--- config.mk ---
export PLATFORM = sky130hd
export DESIGN_NAME = div_datapath
export DESIGN_NICKNAME = d
export VERILOG_FILES = /design/src/rtl/div_datapath.sv
export SDC_FILE = /design/constraint.sdc
export NUM_CORES = 1
export LEC_CHECK = 0
export BUFFER_PORTS_ARGS = -buffer_cell sky130_fd_sc_hd__buf_2
export CAP_MARGIN = 15
export CORE_ASPECT_RATIO = 1.1
export CORE_UTILIZATION = 50
export CTS_BUF_LIST = sky130_fd_sc_hd__clkbuf_16
export CTS_CLUSTER_SIZE = 25
export DETAILED_ROUTE_END_ITERATION = 7
export PLACE_DENSITY = 0.68
export SLEW_MARGIN = 20
export SYNTH_ARGS = -nofsm -noshare
export SYNTH_HDL_FRONTEND = slang
export SYNTH_SLANG_ARGS = --single-unit
export TNS_END_PERCENT = 30
--- constraint.sdc ---
create_clock -name clk -period 10.9 [get_ports clk]
set_input_delay 2.18 -clock clk [delete_from_list [all_inputs] [get_ports clk]]
set_output_delay 2.18 -clock clk [all_outputs]
set_load 0.01 [all_outputs]
--- src/rtl/div_datapath.sv ---
// Iterative signed radix-2 non-restoring divider: WIDTH-bit quotient/remainder, fixed WIDTH+2 cycle latency.
// Optional unsigned mode (is_unsigned port) is enabled by defining DIV_UNSIGNED_EN.
`timescale 1ns/1ps

module div_datapath #(
    parameter int WIDTH = 32
) (
    input  logic             clk,
    input  logic             rst,
    input  logic             start,
    input  logic [WIDTH-1:0] dividend_i,
    input  logic [WIDTH-1:0] divisor_i,
`ifdef DIV_UNSIGNED_EN
    input  logic             is_unsigned,
`endif
    output logic [WIDTH-1:0] quotient_o,
    output logic [WIDTH-1:0] remainder_o,
    output logic             busy,
    output logic             done
);

    // Unsigned operands reach 2^WIDTH-1, so the partial remainder needs one more guard bit.
`ifdef DIV_UNSIGNED_EN
    localparam int PW = WIDTH + 2;
`else
    localparam int PW = WIDTH + 1;
`endif
    localparam int CW = $clog2(WIDTH);
    localparam logic [WIDTH-1:0] MIN_VAL = {1'b1, {(WIDTH-1){1'b0}}};

    typedef enum logic [2:0] {
        S_IDLE,
        S_PREP,
        S_ITER,
        S_FIX,
        S_DONE
    } state_t;

    state_t          state, state_nxt;
    logic [CW-1:0]   cnt;
    logic [WIDTH-1:0] dvd_r, dvs_r;
    logic            uns_r;
    logic [WIDTH-1:0] mag_b;
    logic [WIDTH-1:0] q;
    logic [PW-1:0]   p;
    logic            neg_a, neg_q, dz, ovf;

    logic            accept, uns_in, sign_a, sign_b;
    logic [PW-1:0]   ext_b, p_sh, p_step;
    logic [WIDTH-1:0] rem_mag;

`ifdef DIV_UNSIGNED_EN
    assign uns_in = is_unsigned;
`else
    assign uns_in = 1'b0;
`endif

    assign accept = start && (state == S_IDLE || state == S_DONE);
    assign sign_a = ~uns_r & dvd_r[WIDTH-1];
    assign sign_b = ~uns_r & dvs_r[WIDTH-1];

    // One non-restoring step: bring in the next dividend bit, then add or subtract by the sign of P.
    always_comb begin
        ext_b   = {{(PW-WIDTH){1'b0}}, mag_b};
        p_sh    = {p[PW-2:0], q[WIDTH-1]};
        p_step  = p[PW-1] ? (p_sh + ext_b) : (p_sh - ext_b);
        rem_mag = p[PW-1] ? (p[WIDTH-1:0] + mag_b) : p[WIDTH-1:0];
    end

    always_ff @(posedge clk or posedge rst) begin
        if (rst) begin
            state <= S_IDLE;
        end else begin
            state <= state_nxt;
        end
    end

    // NOTE: every output of a combinational block gets a default first, so no path can infer a latch.
    always_comb begin
        state_nxt = state;
        busy      = 1'b0;
        done      = 1'b0;
        case (state)
            S_IDLE: if (accept) state_nxt = S_PREP;
            S_PREP: begin
                busy      = 1'b1;
                state_nxt = S_ITER;
            end
            S_ITER: begin
                busy = 1'b1;
                if (cnt == CW'(WIDTH - 1)) state_nxt = S_FIX;
            end
            S_FIX: begin
                busy      = 1'b1;
                state_nxt = S_DONE;
            end
            S_DONE: begin
                done      = 1'b1;
                state_nxt = accept ? S_PREP : S_IDLE;
            end
            default: state_nxt = S_IDLE;
        endcase
    end

    always_ff @(posedge clk or posedge rst) begin
        if (rst) begin
            cnt         <= '0;
            dvd_r       <= '0;
            dvs_r       <= '0;
            uns_r       <= 1'b0;
            mag_b       <= '0;
            q           <= '0;
            p           <= '0;
            neg_a       <= 1'b0;
            neg_q       <= 1'b0;
            dz          <= 1'b0;
            ovf         <= 1'b0;
            quotient_o  <= '0;
            remainder_o <= '0;
        end else begin
            if (accept) begin
                dvd_r <= dividend_i;
                dvs_r <= divisor_i;
                uns_r <= uns_in;
            end
            case (state)
                S_PREP: begin
                    neg_a <= sign_a;
                    neg_q <= sign_a ^ sign_b;
                    mag_b <= sign_b ? -dvs_r : dvs_r;
                    q     <= sign_a ? -dvd_r : dvd_r;
                    p     <= '0;
                    cnt   <= '0;
                    dz    <= (dvs_r == '0);
                    ovf   <= ~uns_r && (dvd_r == MIN_VAL) && (dvs_r == '1);
                end
                S_ITER: begin
                    p   <= p_step;
                    q   <= {q[WIDTH-2:0], ~p_step[PW-1]};
                    cnt <= cnt + 1'b1;
                end
                S_FIX: begin
                    if (dz) begin
                        quotient_o  <= '1;
                        remainder_o <= dvd_r;
                    end else if (ovf) begin
                        quotient_o  <= dvd_r;
                        remainder_o <= '0;
                    end else begin
                        quotient_o  <= neg_q ? -q : q;
                        remainder_o <= neg_a ? -rem_mag : rem_mag;
                    end
                end
                default: ;
            endcase
        end
    end

endmodule
==> impl_metrics.toml, run 1 <==
[sta]
slew_headroom_pct = 24.69
worst_slack_ns = 5.715
fin_crit_sh_pct = 47.57
final.min_clock_period_ns = 5.185
final_hold_viol_count = 0
worst_slew_pin_slew_ns = 1.119
rsz0062_at_grt = "no"
whs_ns = 0.4883
clock_skew_ns = 0.01881
max_freq_mhz = 192.9
finalMaxSlewViolations = 0
tns_ns = 0
setup_viol = 0

[critical_path]
rr_worst_depth = 13
crit_top_cell = "a21o_1"
critical_path_arrival_ns = 5.58
path_class = "flop to flop"
end_kind = "flop"
critPathTopFamily = "compound AO/OA/AOI/OAI gates"
cp-start-kind = "flop"
crit_chain = "buf_4, mux2_2, ha_1, a21o_1, a21o_1, a2111oi_0, or3_1, a211oi_1, o41ai_1, o31a_1, o21ai_0, a311oi_1, o31ai_1"
crit_path_max_fanout = 52
slowest_stage = "dfrtp_2"
r2r-end = "p[29]$_DFFE_PP0P_"
r2r-start = "p[32]$_DFFE_PP0P_"
crit_buf_inv = 1
required_ns = 11.30
rrSetupSlack_ns = 5.71
max_stage_delay_ns = 0.71

[placed_design]
gp_congestion = 0.9214
io_buffer_count = 132
place_ws_ns = 5.725
placed_area_um2 = 17270
dp_hpwl_um = 33010

[clock_tree]
cts_setup_buffers = 0
cts_tree = "yes"
cts_buffers = 29
clock_path_buffers = 3
cts_sinks = 237
cts_resized = 0
clock_latency_ns = 0.55
cts_hold_buf = 0
clkSlewWorstSetupHoldPaths_ns = 0.06
cts_root_buffer = "clkbuf_16"
htree_num_levels = 1

[yosys]
synth-edff-count = 0
ys.flop_type = "dfrtp_1"
synth.distinct_cells = 86
ys_seq_elements = 237
synth_cells = 1837
ys_warn_count = 0
seq_area_frac_synth_pct = 36.38
async_reset_ff_share_pct = 100.0
synth_area_per_cell_um2 = 8.874
netlist_area_um2 = 16300
syn_nets = 1977

[final_layout]
mostFrequentLayoutCells = "235 x dfrtp_1, 191 x nand2_1, 172 x o21ai_0"
antenna_cells = 0
design_area_um2 = 18200
drive_gt1_share_pct = 15.03
nets = 2061
final_core_util_pct = 57.35
layout_commonest_cell = "dfrtp_1"
syn2layout_area_growth_pct = 11.64

[flow_run]
max_cap_violations = 0

[detailed_routing]
dr.pass1.iters = 5
drt-initial-drc-count = 873
routed_wl_um = 44230
via_per_inst = 5.994
ant_nets = 0
drc_errors = 0
routedWlPerCell_um = 18.72
vias = 14160

[hold_path]
hold_end = "cnt[3]$_DFFE_PP0P_"
hold_depth = 1
hp-start = "cnt[3]$_DFFE_PP0P_"
min_path_type = "flop to flop"

[grt]
antenna_found_initial = 0
grt_usage_pct = 26.48
grt_pass1_vias = 13510
grt_pass1_wl_um = 71120
grt_max_degree = 103
grt_overflow = 0

[pwr]
p_clk_share_pct = 13.2
p_sw_share_pct = 48.01
sequentialPowerShare_pct = 28.1
p_leak_uw = 0.007699
p_switching_uw = 3394
internal_power_uw = 3675
ir_drop_mv = 0.1704
combinationalPowerShare_pct = 58.7
p_per_area_nw_per_um2 = 388.5

[die]
die_h_um = 191.4
start_util_pct = 51.37
num_io_pins = 133
num_rows = 68
coreArea_um2 = 31740
die_area_um2 = 33330
die_w_um = 174.2

[outcome]
status = "completed"
-- state kept, by name, summed over array words and instances (netlist names), 3 cells and up --
signal and flops:
mag_b 32, p 33, remainder_o 32, quotient_o 32
dvs_r 32, state 3, q 32, dvd_r 32
cnt 5
-- cell families after synthesis --
family	after synthesis	share of synthesized area, %
mux	103	6.808
fa+ha+maj	73	5.695
compound gates	557	21.77
xor+xnor	190	10.21
buf+inv	130	3.055
flops	237	36.38
simple gates	547	16.09
-- power groups by stage --
stage	sequential, uW	clock [uW]	combinational (uW)
after floorplan	1750	0	3270
after global placement	1970	0	4040
after detailed placement	1990	0	4110
after CTS	1970	951	4130
after global routing	2050	995	4630
final	1990	935	4150
-- synth_stat cells (5+ instances only) --
| library cell | number | share of area [%] |
|---|---|---|
| nand4_1 | 24 | 0.92 |
| a221oi_1 | 13 | 0.70 |
| dfrtp_1 | 237 | 36 |
| o31ai_1 | 34 | 1.6 |
| buf_1 | 12 | 0.28 |
| nand3_1 | 26 | 0.80 |
| and2_1 | 8 | 0.31 |
| or3_1 | 18 | 0.69 |
| o21ai_0 | 172 | 5.3 |
| buf_2 | 7 | 0.21 |
| nor2b_1 | 12 | 0.46 |
| clkbuf_1 | 75 | 1.7 |
| o22ai_1 | 13 | 0.50 |
| a211oi_1 | 10 | 0.46 |
| xnor2_1 | 89 | 4.8 |
| and3_1 | 9 | 0.35 |
| nor4_1 | 8 | 0.31 |
| a21oi_1 | 113 | 3.5 |
| nor2_1 | 139 | 3.2 |
| o22a_1 | 5 | 0.27 |
| xor2_1 | 101 | 5.4 |
| a21o_1 | 27 | 1.2 |
| nor3b_1 | 6 | 0.28 |
| a22oi_1 | 32 | 1.5 |
| o21bai_1 | 9 | 0.41 |
| nor3_1 | 44 | 1.4 |
| o21ai_1 | 25 | 0.77 |
| mux2_2 | 63 | 4.4 |
| a31oi_1 | 10 | 0.38 |
| nand2_1 | 191 | 4.4 |
| or4_1 | 18 | 0.83 |
| ha_1 | 71 | 5.4 |
| inv_1 | 33 | 0.76 |
| mux2i_1 | 40 | 2.5 |
| o21a_1 | 10 | 0.46 |
| o41ai_1 | 14 | 0.75 |
| a31o_2 | 5 | 0.27 |
| nand2b_1 | 18 | 0.69 |
| o211ai_1 | 10 | 0.46 |
-- worst max-delay path by stage --
stage	start	endpoint	slack, ns	cells after the start
floorplan	rst	cnt[0]$_DFFE_PP0P_	2.22	1
global placement	p[32]$_DFFE_PP0P_	p[31]$_DFFE_PP0P_	5.82	14
detailed placement	p[32]$_DFFE_PP0P_	p[29]$_DFFE_PP0P_	5.72	13
CTS	p[32]$_DFFE_PP0P_	p[29]$_DFFE_PP0P_	5.72	13
global route	p[32]$_DFFE_PP0P_	p[31]$_DFFE_PP0P_	5.54	14
finish	p[32]$_DFFE_PP0P_	p[29]$_DFFE_PP0P_	5.71	13
-- area by class of cell --
class                      count  area (um^2)
inverter                      35        138.9
sequential                   237         5933
fill                        2883        13540
tap                          420        525.5
multi-input combinational   1470         9897
clock inverter                24        197.7
clock buffer                  29        725.7
timing repair buffer         148        780.7
-- layer usage --
layer	global-route usage, %	up-vias	routed length, um	part of all wire, %
li1	-	6879	-	-
met3	2.904	104	2286	5.2
met1	33.76	6743	19030	43
met5	0	-	0	0
met2	45.48	437	21020	48
met4	11.50	0	1886	4.3
-- through the flow --
step / std cells / power (uW)
CTS: 2363 / 7057
finish: 2363 / 7069
global placement: 2310 / 6015
global route: 2363 / 7668
floorplan: 1837 / 5019
detailed placement: 2310 / 6091
-- worst reg2reg max path, cell delays in order, from the launching register on --
cell and delay, ns:
dfrtp_2 0.71, buf_4 0.61, mux2_2 0.44, ha_1 0.27, a21o_1 0.17, a21o_1 0.20
a2111oi_0 0.70, or3_1 0.24, a211oi_1 0.11, o41ai_1 0.63, o31a_1 0.32, o21ai_0 0.19
a311oi_1 0.34, o31ai_1 0.10
Note: power is estimated with default switching activity, not from simulation.
==> inputs of run 2 (changes only) <==
--- a/config.mk
+++ b/config.mk
@@ -12,7 +12,7 @@
 export CTS_BUF_LIST = sky130_fd_sc_hd__clkbuf_16
 export CTS_CLUSTER_SIZE = 25
 export DETAILED_ROUTE_END_ITERATION = 7
-export PLACE_DENSITY = 0.68
+export PLACE_DENSITY = 0.71
 export SLEW_MARGIN = 20
 export SYNTH_ARGS = -nofsm -noshare
 export SYNTH_HDL_FRONTEND = slang
==> constraint.sdc (replaced) <==
create_clock -name clk -period 4.5 [get_ports clk]
set_input_delay 0.9 -clock clk [delete_from_list [all_inputs] [get_ports clk]]
set_output_delay 0.9 -clock clk [all_outputs]
set_load 0.01 [all_outputs]
==> run 2 against run 1 <==
First-iteration DRC count rose by 26%. Clock power rose by 140%. Critical path depth rose by 3. Hold slack lost 0.0099 ns. Highest routed layer unchanged. Via count increased by 0.30%.
==> impl_metrics.toml, run 2 (synthesis gave the netlist of run 1 again) <==
[outcome]
status = "completed"

[sta]
slew_headroom_pct = 27.97
final_hold_viol_count = 0
setup_viol = 0
clock_skew_ns = 0.02072
fin_crit_sh_pct = 94.22
worst_slack_ns = 0.2601
final.min_clock_period_ns = 4.240
finalMaxSlewViolations = 0
max_freq_mhz = 235.9
worst_slew_pin_slew_ns = 1.071

[final_layout]
nets = 2073
final_core_util_pct = 57.92
regMostFlops = "p"
drive_gt1_share_pct = 16.16
layout_commonest_cell = "dfrtp_1"
mostFrequentLayoutCells = "234 x dfrtp_1, 191 x nand2_1, 172 x o21ai_0"
largest_reg_flops = 33
antenna_cells = 0
final.fill_count = 2863
syn2layout_area_growth_pct = 12.76

[detailed_routing]
drt-initial-drc-count = 1097
routedWlPerCell_um = 18.82
dr.pass1.iters = 6
ant_nets = 0
via_per_inst = 5.981
vias = 14210
routed_wl_um = 44690
drc_errors = 0

[pwr]
p_clk_share_pct = 13.0
combinationalPowerShare_pct = 59.7
p_per_area_nw_per_um2 = 945.8
p_leak_uw = 0.007793
p_sw_share_pct = 48.02
sequentialPowerShare_pct = 27.3
p_switching_uw = 8348
ir_drop_mv = 0.4130
internal_power_uw = 9036
power.total_uw = 17380

[critical_path]
max_stage_delay_ns = 0.50
worstSetupPathDepth = 16
end_kind = "flop"
critPathTopFamily = "compound AO/OA/AOI/OAI gates"
endpoint = "p[31]$_DFFE_PP0P_"
r2r-end = "p[31]$_DFFE_PP0P_"
crit_buf_inv = 2
cp-startpoint = "mag_b[1]$_DFFE_PP0P_"
r2r-start = "mag_b[1]$_DFFE_PP0P_"
crit_path_max_fanout = 6
rr_worst_depth = 16
required_ns = 4.93
path_class = "flop to flop"
rrSetupSlack_ns = 0.26
cp-start-kind = "flop"
slowest_stage = "a2111oi_0"
crit_chain = "inv_1, ha_1, mux2_2, ha_1, a21o_1, a21o_1, a2111oi_0, buf_4, or3_1, a211oi_2, o41ai_1, o31a_1, o31ai_1, nor2_1, nor4b_1, a211o_1"
critical_path_arrival_ns = 4.67

[placed_design]
gp_congestion = 0.9400
place_ws_ns = 0.1858
dp_hpwl_um = 33240
io_buffer_count = 132

[die]
start_util_pct = 51.37
die_h_um = 191.4
coreArea_um2 = 31740
die_w_um = 174.2
num_io_pins = 133
die_area_um2 = 33330
num_rows = 68

[clock_tree]
cts_root_buffer = "clkbuf_16"
clock_path_buffers = 3
clkSlewWorstSetupHoldPaths_ns = 0.06
clock_latency_ns = 0.55
cts_sinks = 237
cts_tree = "yes"
cts_buffers = 28
htree_num_levels = 1

[grt]
grt_max_degree = 123
antenna_found_initial = 0
grt_usage_pct = 27.01
grt_pass1_vias = 13700
grt_pass1_wl_um = 72520
grt_overflow = 0

[flow_run]
max_cap_violations = 0

[hold_path]
min_path_type = "flop to flop"
run 2: how the worst min path moves through the flow:
stage                     depth (start not counted)                    endpoint                        from  slack [ns]
after detailed placement                          2  remainder_o[9]$_DFFE_PP0P_  remainder_o[9]$_DFFE_PP0P_        0.49
after global routing                              1  quotient_o[27]$_DFFE_PP0P_  quotient_o[27]$_DFFE_PP0P_        0.52
after CTS                                         2  remainder_o[9]$_DFFE_PP0P_  remainder_o[9]$_DFFE_PP0P_        0.48
after floorplan                                   1          cnt[3]$_DFFE_PP0P_          cnt[3]$_DFFE_PP0P_        0.45
final                                             2  remainder_o[9]$_DFFE_PP0P_  remainder_o[9]$_DFFE_PP0P_        0.48
after global placement                            1          cnt[3]$_DFFE_PP0P_          cnt[3]$_DFFE_PP0P_        0.47
run 2: worst register-to-register path, delay by kind of cell (launching register included):
kind,cells,cell delay (ns)
compound gates,8,2.12
fa+ha+maj,2,0.57
flops,1,0.47
simple gates,3,0.36
buf+inv,2,0.34
mux,1,0.28
run 2: through the flow:
step | hold slack, ns | cells | setup TNS (ns) | instance area (um^2)
final | 0.4783 | 2375 | 0 | 18380
after global routing | 0.5247 | 2375 | -0.04179 | 18380
after CTS | 0.4808 | 2375 | 0 | 18330
after detailed placement | 0.4924 | 2323 | 0 | 17420
after global placement | 0.4675 | 2323 | 0 | 17420
after floorplan | 0.4494 | 1837 | -5.358 | 16310
run 2: what timing repair did:
item / 4_1_cts / 5_1_grt
setup endpoints to repair: 0 / 6
hold buffers: 0 / 0
resized for setup: 0 / 9
buffers inserted: 0 / 0
run 2: cell type report:
type / instances / area [um^2] / share of cell area, %
Clock buffer: 29 / 725.7 / 3.948
Clock inverter: 23 / 185.2 / 1.007
Inverter: 35 / 135.1 / 0.7351
Multi-Input combinational cell: 1470 / 9947 / 54.11
Sequential cell: 237 / 5934 / 32.29
Tap cell: 420 / 525.5 / 2.859
Timing Repair Buffer: 161 / 928.4 / 5.051
run 2: routing by layer:
| metal | track usage [%] | vias up | wire length, um | part of all wire (%) |
|---|---|---|---|---|
| met5 | 0 | - | 0 | 0 |
| met4 | 10.90 | 0 | 1816 | 4.1 |
| met3 | 3.381 | 79 | 2426 | 5.4 |
| met2 | 46.09 | 465 | 20880 | 47 |
| met1 | 34.71 | 6772 | 19570 | 44 |
| li1 | - | 6889 | - | - |
run 2: power by group through the flow:
stage | registers [uW] | logic [uW] | clock network, uW
after floorplan | 4230 | 7920 | 0
after global placement | 4700 | 10000 | 0
after detailed placement | 4740 | 10200 | 0
after CTS | 4710 | 10300 | 2290
after global routing | 4910 | 11600 | 2380
final | 4750 | 10400 | 2250
==> inputs of run 3 (changes only) <==
--- a/config.mk
+++ b/config.mk
@@ -10,9 +10,9 @@
 export CORE_ASPECT_RATIO = 1.1
 export CORE_UTILIZATION = 50
 export CTS_BUF_LIST = sky130_fd_sc_hd__clkbuf_16
-export CTS_CLUSTER_SIZE = 25
+export CTS_CLUSTER_SIZE = 24
 export DETAILED_ROUTE_END_ITERATION = 7
-export PLACE_DENSITY = 0.71
+export PLACE_DENSITY = 0.68
 export SLEW_MARGIN = 20
 export SYNTH_ARGS = -nofsm -noshare
 export SYNTH_HDL_FRONTEND = slang
==> constraint.sdc (replaced) <==
create_clock -name clk -period 4.4 [get_ports clk]
set_input_delay 0.88 -clock clk [delete_from_list [all_inputs] [get_ports clk]]
set_output_delay 0.88 -clock clk [all_outputs]
set_load 0.01 [all_outputs]
==> run 3 against run 2 <==
Hold slack lost 0.00055 ns. Clock skew shrank 0.0076 ns. Via count is essentially flat. Critical endpoint is now p[29]$_DFFE_PP0P_. First-iteration DRC count shrank 22%. Largest cell class unchanged.
==> impl_metrics.toml, run 3 (synthesis gave the netlist of run 1 again) <==
[clock_tree]
cts_tree = "yes"
cts_sinks = 237
clock_path_buffers = 3
cts_buffers = 27
cts_hold_buf = 0
clkSlewWorstSetupHoldPaths_ns = 0.06
cts_root_buffer = "clkbuf_16"
clock_latency_ns = 0.55
htree_num_levels = 1

[critical_path]
crit_path_max_fanout = 5
critical_path_arrival_ns = 4.54
path_class = "flop to flop"
required_ns = 4.80
end_kind = "flop"
cp-start-kind = "flop"

[pwr]
combinationalPowerShare_pct = 60.6
p_per_area_nw_per_um2 = 971.5
power.total_uw = 17930
sequentialPowerShare_pct = 27.0
p_switching_uw = 8627
p_leak_uw = 0.007839
p_sw_share_pct = 48.11
ir_drop_mv = 0.4470
internal_power_uw = 9304
p_clk_share_pct = 12.3

[sta]
worst_slack_ns = 0.2553
fin_crit_sh_pct = 94.20
finalMaxSlewViolations = 0
slew_headroom_pct = 27.40
final_hold_viol_count = 0
max_freq_mhz = 241.3
clock_skew_ns = 0.01313
tns_ns = 0
worst_slew_pin_slew_ns = 1.089
whs_ns = 0.4778
final.min_clock_period_ns = 4.145
setup_viol = 0

[detailed_routing]
dr.pass1.iters = 7
routed_wl_um = 46150
routedWlPerCell_um = 19.31
ant_nets = 0
vias = 14210
via_per_inst = 5.946
drt-initial-drc-count = 858
drc_errors = 0

[grt]
grt_overflow = 0
grt_pass1_wl_um = 73470
grt_usage_pct = 27.58
grt_pass1_vias = 13550
antenna_found_initial = 0
grt_max_degree = 140

[final_layout]
finalNonFillerCells = 2390
mostFrequentLayoutCells = "235 x dfrtp_1, 191 x nand2_1, 172 x o21ai_0"
syn2layout_area_growth_pct = 13.22
largest_reg_flops = 33
antenna_cells = 0
layout_commonest_cell = "dfrtp_1"
regMostFlops = "p"
nets = 2089
drive_gt1_share_pct = 16.75

[placed_design]
gp_congestion = 0.9324
dp_hpwl_um = 34570
placedCellCount = 2339
io_buffer_count = 132
place_ws_ns = 0.02448

[die]
die_w_um = 174.2
die_area_um2 = 33330
num_rows = 68
coreArea_um2 = 31740
num_io_pins = 133
die_h_um = 191.4
start_util_pct = 51.37

[flow_run]
max_cap_violations = 0

[outcome]
status = "completed"

[hold_path]
min_path_type = "primary input to asynchronous set/reset pin"
## run 3: changes by cell type in the layout (fill, tap and decap cells not counted), sizes merged
cell and change:
clkinvlp +3, inv +1, clkbuf -2, buf +17, clkinv -4
## run 3: cell type report
class / instances / area (um^2)
Clock buffer: 27 / 675.6
Clock inverter: 23 / 190.2
Fill cell: 2915 / 13280
Inverter: 35 / 135.1
Multi-Input combinational cell: 1470 / 9953
Sequential cell: 237 / 5933
Tap cell: 420 / 525.5
Timing Repair Buffer: 178 / 1044
## run 3: stage by stage
step	cell area, um^2	utilization (%)
floorplan	16310	-
global route	18460	58.16
global placement	17520	55.22
detailed placement	17530	55.23
CTS	18400	57.97
finish	18460	58.16
## run 3: worst max-delay path, cell delays in order (launching register included)
cell      delay [ns]
dfrtp_1         0.45
nor3_2          0.24
buf_4           0.14
nand3b_1        0.13
nor3_2          0.21
nor2_1          0.08
xor2_1          0.15
ha_1            0.35
a21o_1          0.18
a21oi_1         0.16
nor2b_1         0.07
a311oi_1        0.37
a211oi_2        0.17
o41ai_2         0.42
o31a_1          0.32
o21ai_0         0.18
a311oi_1        0.30
o31ai_1         0.09
## run 3: per-layer routing
| metal | global-route usage [%] | wire length (um) | share of wire (%) |
|---|---|---|---|
| met5 | 0 | 0 | 0 |
| met4 | 11.13 | 1907 | 4.1 |
| met3 | 2.705 | 1872 | 4.1 |
| met2 | 48.38 | 22090 | 48 |
| met1 | 34.83 | 20280 | 44 |
## run 3: timing repair
action,in CTS,in global routing
buffers inserted,0,1
cloned,0,0
gates resized for setup,1,11
endpoints found under the setup margin,2,8
pin swaps,0,3
## run 3: power groups by stage
| stage | Combinational [uW] | Sequential [uW] | Clock, uW |
|---|---|---|---|
| global placement | 10500 | 4810 | 0 |
| CTS | 10700 | 4820 | 2250 |
| finish | 10900 | 4850 | 2210 |
| detailed placement | 10600 | 4840 | 0 |
| global route | 12100 | 4990 | 2340 |
| floorplan | 8100 | 4330 | 0 |
## run 3: final timing paths
kind / to / slack (ns) / start / depth (start not counted)
setup / recovery: p[29]$_DFFE_PP0P_ / 0.26 / mag_b[3]$_DFFE_PP0P_ / 17
hold / removal: quotient_o[26]$_DFFE_PP0P_ / 0.48 / rst / 3
setup reg to reg: p[29]$_DFFE_PP0P_ / 0.26 / mag_b[3]$_DFFE_PP0P_ / 17
hold reg to reg: cnt[3]$_DFFE_PP0P_ / 0.48 / cnt[3]$_DFFE_PP0P_ / 1
max in group asynchronous: mag_b[29]$_DFFE_PP0P_ / 3.18 / rst / 3
min in group clk: cnt[3]$_DFFE_PP0P_ / 0.48 / cnt[3]$_DFFE_PP0P_ / 1
